**src/rtl/fetch_unit.sv**
```systemverilog
// Instruction-fetch stage: PC owner, single-outstanding imem requester, one-entry output buffer.
// Optional FETCH_PERF_EN adds saturating fetched/killed response counters.
module fetch_unit #(
  parameter int unsigned         XLEN     = 32,
  parameter logic [XLEN-1:0]     RESET_PC = '0
) (
  input  logic            clk,
  input  logic            reset,
  input  logic            takebranch,
  input  logic [XLEN-1:0] jal_addr,
  output logic            imem_req_valid,
  input  logic            imem_req_ready,
  output logic [XLEN-1:0] imem_req_addr,
  input  logic            imem_resp_valid,
  input  logic [XLEN-1:0] imem_resp_data,
  output logic            out_valid,
  output logic [XLEN-1:0] out_pc,
  output logic [XLEN-1:0] out_instr,
  input  logic            out_ready,
  output logic            flush_ifid
`ifdef FETCH_PERF_EN
  ,
  output logic [31:0]     perf_fetched,
  output logic [31:0]     perf_killed
`endif
);

  typedef enum logic [1:0] {S_REQ, S_WAIT, S_KILL} state_e;

  state_e          state_q, state_d;
  logic [XLEN-1:0] pc_q, pc_d;
  logic [XLEN-1:0] req_pc_q, req_pc_d;
  logic            out_valid_q, out_valid_d;
  logic [XLEN-1:0] out_pc_q, out_pc_d;
  logic [XLEN-1:0] out_instr_q, out_instr_d;
  logic            buf_free;
  logic            accept;
  logic [XLEN-1:0] target;

  assign buf_free       = !out_valid_q || out_ready;
  assign imem_req_valid = (state_q == S_REQ) && buf_free && !takebranch && !reset;
  assign accept         = imem_req_valid && imem_req_ready;
  assign imem_req_addr  = pc_q;
  assign flush_ifid     = takebranch && !reset;
  assign target         = jal_addr & ~XLEN'(3);

  assign out_valid = out_valid_q;
  assign out_pc    = out_pc_q;
  assign out_instr = out_instr_q;

  always_comb begin
    state_d     = state_q;
    pc_d        = pc_q;
    req_pc_d    = req_pc_q;
    out_valid_d = out_valid_q;
    out_pc_d    = out_pc_q;
    out_instr_d = out_instr_q;

    if (out_valid_q && out_ready) out_valid_d = 1'b0;

    if (takebranch) begin
      // The request is withdrawn in a redirect cycle, so REQ never hands off a
      // stale request here; only an already-issued one can need killing.
      pc_d        = target;
      out_valid_d = 1'b0;
      case (state_q)
        S_WAIT, S_KILL: state_d = imem_resp_valid ? S_REQ : S_KILL;
        default:        state_d = S_REQ;
      endcase
    end else begin
      case (state_q)
        S_REQ: begin
          if (accept) begin
            pc_d     = pc_q + XLEN'(4);
            req_pc_d = pc_q;
            state_d  = S_WAIT;
          end
        end
        S_WAIT: begin
          if (imem_resp_valid) begin
            out_valid_d = 1'b1;
            out_pc_d    = req_pc_q;
            out_instr_d = imem_resp_data;
            state_d     = S_REQ;
          end
        end
        S_KILL: begin
          if (imem_resp_valid) state_d = S_REQ;
        end
        default: state_d = S_REQ;
      endcase
    end
  end

  always_ff @(posedge clk) begin
    if (reset) begin
      state_q     <= S_REQ;
      pc_q        <= RESET_PC;
      req_pc_q    <= '0;
      out_valid_q <= 1'b0;
      out_pc_q    <= '0;
      out_instr_q <= '0;
    end else begin
      state_q     <= state_d;
      pc_q        <= pc_d;
      req_pc_q    <= req_pc_d;
      out_valid_q <= out_valid_d;
      out_pc_q    <= out_pc_d;
      out_instr_q <= out_instr_d;
    end
  end

`ifdef FETCH_PERF_EN
  logic [31:0] perf_fetched_q, perf_killed_q;
  logic        fetched_now, killed_now;

  assign fetched_now = (state_q == S_WAIT) && imem_resp_valid && !takebranch;
  assign killed_now  = imem_resp_valid &&
                       ((state_q == S_KILL) || ((state_q == S_WAIT) && takebranch));

  always_ff @(posedge clk) begin
    if (reset) begin
      perf_fetched_q <= '0;
      perf_killed_q  <= '0;
    end else begin
      if (fetched_now && (perf_fetched_q != '1)) perf_fetched_q <= perf_fetched_q + 32'd1;
      if (killed_now  && (perf_killed_q  != '1)) perf_killed_q  <= perf_killed_q + 32'd1;
    end
  end

  assign perf_fetched = perf_fetched_q;
  assign perf_killed  = perf_killed_q;
`endif

endmodule

```
**config.mk**
```make
export PLATFORM = sky130hd
export DESIGN_NAME = fetch_unit
export DESIGN_NICKNAME = d
export VERILOG_FILES = /design/src/rtl/fetch_unit.sv
export SDC_FILE = /design/constraint.sdc
export NUM_CORES = 1
export LEC_CHECK = 0
export ABC_AREA = 1
export CAP_MARGIN = 0
export CORE_ASPECT_RATIO = 1.1
export CORE_MARGIN = 2
export CORE_UTILIZATION = 42
export DETAILED_ROUTE_END_ITERATION = 8
export GPL_ROUTABILITY_DRIVEN = 0
export PLACE_DENSITY_LB_ADDON = 0.08
export SYNTH_ARGS = -nofsm -noshare
export SYNTH_HDL_FRONTEND = slang
export SYNTH_SLANG_ARGS = --single-unit
```
**constraint.sdc**
```tcl
create_clock -name clk -period 1.5 [get_ports clk]
set_input_delay 0.225 -clock clk [delete_from_list [all_inputs] [get_ports clk]]
set_output_delay 0.225 -clock clk [all_outputs]
set_load 0.02 [all_outputs]
```
# ---- Word-level counts from Yosys, hierarchy flattened
# Cells that the tools add are included.
dict set report word_totals {
  ff_bits 131
  out_inout_bits 99
}
dict set report classes {
  addsub 1
  n_eq_ne 4
  n_mux 12
  n_bitwise 1
  n_reduce_logical 20
}
# cell n
set ops {}
lappend ops {{$mux 32} 3}
lappend ops {{$add 32x3->32 const B} 1}
lappend ops {{$mux 2} 5}
lappend ops {{$logic_and 1x1->1} 6}
lappend ops {{$reduce_and 2->1} 3}
lappend ops {{$reduce_and 3->1} 2}
lappend ops {{$pmux 2 s2} 1}
lappend ops {{$reduce_bool 2->1} 2}
lappend ops {{$reduce_or 2->1} 2}
lappend ops {{$logic_not 1->1} 3}
lappend ops {{$mux 1} 3}
lappend ops {{$ne 3x1->1 const B} 1}
lappend ops {{$ne 3x3->1 const B} 1}
lappend ops {{$eq 2x1->1 const B} 1}
lappend ops {{$eq 2x2->1 const B} 1}
lappend ops {{$logic_not 2->1} 1}
lappend ops {{$logic_or 1x1->1} 1}
lappend ops {{$not 1->1} 1}

# ---- Depth between registers and ports, before layout
dict set report logic_depth {
  ltp_word 9
  depth_mapped 11
  depth_no_buf 11
}

# ---- Worst setup path after synthesis
# OpenSTA, ideal clock, no wires.
dict set report synth_timing {
  path_kind {flip-flop to flip-flop}
  start {register pc_q[3], in the netlist imem_req_addr[3]}
  end {register pc_q[26], in the netlist imem_req_addr[26]}
  setup_ns 0.131
  arrival_ns 1.537
  slack_ns -0.167
  path_stages_with_launch 11
  path_buffers 0
  path_cell_list {dfxtp_1 -> ha_1 -> nand2_1 -> nor2_1 -> nand2_1 -> nor2_2 -> nand2_1 -> nand2_1 -> nand3_1 -> nand2_1 -> a21oi_2}
}
dict set report synth_via {
  elab_chain_cells 4
}
# item line_no
set synth_lines {}
lappend synth_lines {{start: declaration} 31} ;# logic [XLEN-1:0] pc_q, pc_d;
lappend synth_lines {{start signal: assignment} 105} ;# pc_q <= pc_d;
lappend synth_lines {{$add 32x3->32} 74} ;# pc_d = pc_q + XLEN'(4);
lappend synth_lines {{$mux 32} 73} ;# if (accept) begin
lappend synth_lines {{$mux 32} 71} ;# case (state_q)
lappend synth_lines {{$mux 32} 61} ;# if (takebranch) begin
# No other way between the ends. The select of a mux whose other input is x is not followed.
# A chain may end at the register's enable or synchronous reset.

# ---- Worst setup path after layout
dict set report layout_timing {
  start {register state_q[0]}
  end {register pc_q[17], in the netlist imem_req_addr[17]}
}
dict set report layout_via {
  elab_chain_cells 7
  elab_cells_between_ends 8
  cone_classes {reduce/logical: 8}
}
# item line_no
set layout_lines {}
lappend layout_lines {{start: declaration} 30} ;# state_e state_q, state_d;
lappend layout_lines {{start signal: assignment} 104} ;# state_q <= state_d;
lappend layout_lines {{$logic_not 2->1 (*)} {41, 71}}
lappend layout_lines {{$logic_and 1x1->1 (3 in series)} 41} ;# assign imem_req_valid = (state_q == S_REQ) && buf_free && !takebranch && !reset;
lappend layout_lines {{$logic_and 1x1->1} 42} ;# assign accept = imem_req_valid && imem_req_ready;
lappend layout_lines {{$reduce_bool 2->1 (no source line)} n/a}
lappend layout_lines {{$reduce_and 2->1 (no source line) (*)} n/a}
# Every way passes the cells marked *; elsewhere a longest branch is shown, timed or not.

==> results.py <==
metrics = {
    "outcome": {
        "status": "complete, but fails checks",
        "violations": "negative setup slack",
    },
    "power_and_ir_drop": {
        "leakagePower_nw": 4.40,
        "power_mw": 8.89,
        "power_density_nw_per_um2": 926,
        "ir_drop_v": 0.000860,
    },
    "setup_path": {
        "critPathKind": "flip-flop to flip-flop",
        "slowest_stage": "dfxtp_2",
        "cp_data_required_time_ns": 1.79,
        "cp-start-kind": "flip-flop",
        "crit_arrival_ns": 1.93,
        "crit_chain": "inv_2 -> ha_4 -> nand2_4 -> nor2_4 -> nand3_4 -> buf_12 -> nand2_8 -> buf_8 -> buf_12 -> inv_8 -> nand2_2 -> a31oi_1",
        "critical_path_buf_inv_count": 5,
        "critPathTopFamily": "buffers and inverters",
        "reg2regPathDepth": 12,
        "worstPathMaxFanout": 6,
        "end_kind": "flip-flop",
        "cp_num_cells": 12,
        "cp_common_cell": "buf_12",
        "critical_path.max_stage_delay_ns": 0.32,
    },
    "route": {
        "drtPass1Iterations": 5,
        "viasPerCell": 5.31,
        "route.antenna.remaining_nets": 0,
        "drt_iter0_markers": 543,
        "drc": 0,
        "wirelength_mm": 21.2,
        "routedWlPerCell_um": 17.6,
        "num_vias": 6377,
    },
    "job": {
        "maxCapViolCount": 0,
    },
    "logic_synthesis": {
        "ys_seq_elements": 125,
        "synth_area_sq_um": 5420,
        "synth_seq_area_share_pct": 46.2,
        "ys_warn_count": 0,
        "syn_inst": 767,
        "ys_types": 39,
        "avgSynthCellArea_sq_um": 7.07,
    },
    "global_route": {
        "grt_pass1_vias": 6214,
        "antenna_found_initial": 0,
        "grt_pass1_wl_mm": 30.7,
        "grt_max_degree": 66,
        "grt_overflow": 0,
        "grt_use_total_pct": 27.9,
    },
    "timing": {
        "max_freq_mhz": 609,
        "hold_ws_ns": 0.378,
        "skew_ns": 0.00924,
        "finalCriticalPeriod_ns": 1.64,
        "setup_slack_ns": -0.142,
        "period_share_pct": 109,
        "hold_violations": 0,
        "slew_violations": 0,
        "finalSetupTns_ns": -3.43,
        "setup_viol": 52,
        "grt_setup_unrepaired": "yes",
    },
    "placed_design": {
        "portBuffers": 162,
        "post-dp-hpwl_mm": 12.3,
        "placed_cell_area_sq_um": 7740,
    },
    "die": {
        "io_pins": 169,
        "dieHeight_um": 123,
        "std_cell_rows": 43,
        "initial_core_util_pct": 43.1,
        "die_w_um": 112,
        "die_area_sq_um": 13800,
        "coreArea_sq_um": 12600,
    },
    "layout": {
        "finish.utilization_pct": 76.2,
        "final_area_sq_um": 9600,
        "nNetsFinal": 1105,
        "antenna_cells": 0,
        "drive_gt1_share_pct": 31.2,
        "layout_common_cells": "nor2_1, dfxtp_1, nand2_1",
        "syn_to_final_growth_pct": 77.1,
        "final_common_cell": "nor2_1",
    },
    "clock_network": {
        "clkTransAtPathRegs_ns": 0.06,
        "h-tree-depth": 4,
        "clk_latency_ns": 0.42,
        "cts.hold.buffers_added": 0,
        "cts_sinks": 125,
        "max-clock-path-buffers": 2,
        "cts_tree": "done",
        "root_buffer": "clkbuf_16",
        "numCtsBuffers": 17,
    },
    "hold_path": {
        "hold_path_class": "input port to flip-flop",
        "hold_depth": 3,
    },
}
## worst reg2reg max path, stage by stage, from the launching register on
cell and delay [ns]:
dfxtp_2 0.32, inv_2 0.06, ha_4 0.15, nand2_4 0.06, nor2_4 0.11, nand3_4 0.14, buf_12 0.17, nand2_8 0.10
buf_8 0.13, buf_12 0.11, inv_8 0.05, nand2_2 0.05, a31oi_1 0.06
## final cells by class
class	count	area, sq um
Clock buffer	18	429
Timing Repair Buffer	283	2900
Multi-Input combinational cell	548	3140
Timing Repair inverter	2	22.5
Inverter	55	239
Fill cell	900	2990
Tap cell	157	196
Sequential cell	125	2520
Clock inverter	14	145
## cell usage after synthesis
cell,number,area share (%)
nand4_1,6,0.69
nand3_4,1,0.32
a21oi_2,2,0.32
o31ai_1,1,0.14
nor2_2,8,0.92
or2_1,1,0.12
buf_4,7,0.97
inv_1,50,3.5
nand3_1,53,4.9
clkbuf_2,1,0.092
or2_2,1,0.12
xnor2_1,1,0.16
o211ai_1,1,0.14
ha_1,3,0.69
nand3b_1,1,0.14
clkinv_4,1,0.16
a31o_2,2,0.32
nor3_1,4,0.37
clkbuf_1,24,1.7
buf_6,3,0.62
nand2_1,125,8.7
o21ai_0,98,9.0
nor2_1,190,13
o22ai_1,1,0.12
buf_2,8,0.74
xor2_1,8,1.3
a211oi_2,2,0.46
conb_1,1,0.069
o221ai_1,1,0.16
a31oi_1,4,0.46
a21oi_1,19,1.8
nand2_4,1,0.21
inv_2,3,0.21
nor2_4,1,0.21
nor3b_2,1,0.23
clkinv_1,1,0.069
nand2_2,1,0.12
dfxtp_1,125,46
o21ai_1,6,0.55
## logic make-up after synthesis
group	count (synthesis)	share of synthesized area, %
compound gates	137	13.5
xor+xnor	9	1.45
fa+ha+maj	3	0.693
buf+inv	98	7.99
flops	125	46.2
other cells	1	0.0692
simple gates	394	30.1
## layer usage
layer  GRT usage (%)  part of all wire (%)
met2            49.7                    51
met3            6.86                   7.5
met1            31.5                    37
met5               0                     0
met4            13.7                   4.3
## power by group
part	switching [mW]	internal (mW)
combinational	0.684	0.640
clock	1.58	2.45
sequential	0.108	3.43
total	2.37	6.52
## final timing paths
| path | startpoint | endpoint | slack, ns |
|---|---|---|---|
| max reg2reg | state_q[0]$_SDFFE_PP0P_ | imem_req_addr[17]$_SDFFE_PP0P_ | -0.14 |
| min | jal_addr[29] | imem_req_addr[29]$_SDFFE_PP0P_ | 0.38 |
| min reg2reg | req_pc_q[23]$_SDFFE_PP0P_ | req_pc_q[23]$_SDFFE_PP0P_ | 0.47 |
| max | state_q[0]$_SDFFE_PP0P_ | imem_req_addr[17]$_SDFFE_PP0P_ | -0.14 |
## repair_timing
| item | in CTS | in global routing |
|---|---|---|
| pin swaps | 30 | 27 |
| resized for setup | 277 | 127 |
| setup buffers | 19 | 16 |
| cloned | 12 | 6 |
| endpoints found under the setup margin | 151 | 135 |
## metrics by stage
step / setup slack, ns / std cells
2_1_floorplan: 0.00312 / 770
3_3_place_gp: -0.369 / 1126
3_5_place_dp: -0.420 / 1126
4_1_cts: -0.155 / 1188
5_1_grt: -0.211 / 1202
6_report: -0.142 / 1202
## flip-flops by register name, summed over array words and instances (netlist names)
signal / cells
out_instr: 32
imem_req_addr: 30
out_pc: 30
req_pc_q: 30
state_q: 2
out_valid: 1
Note: power is estimated with default switching activity, not from simulation.
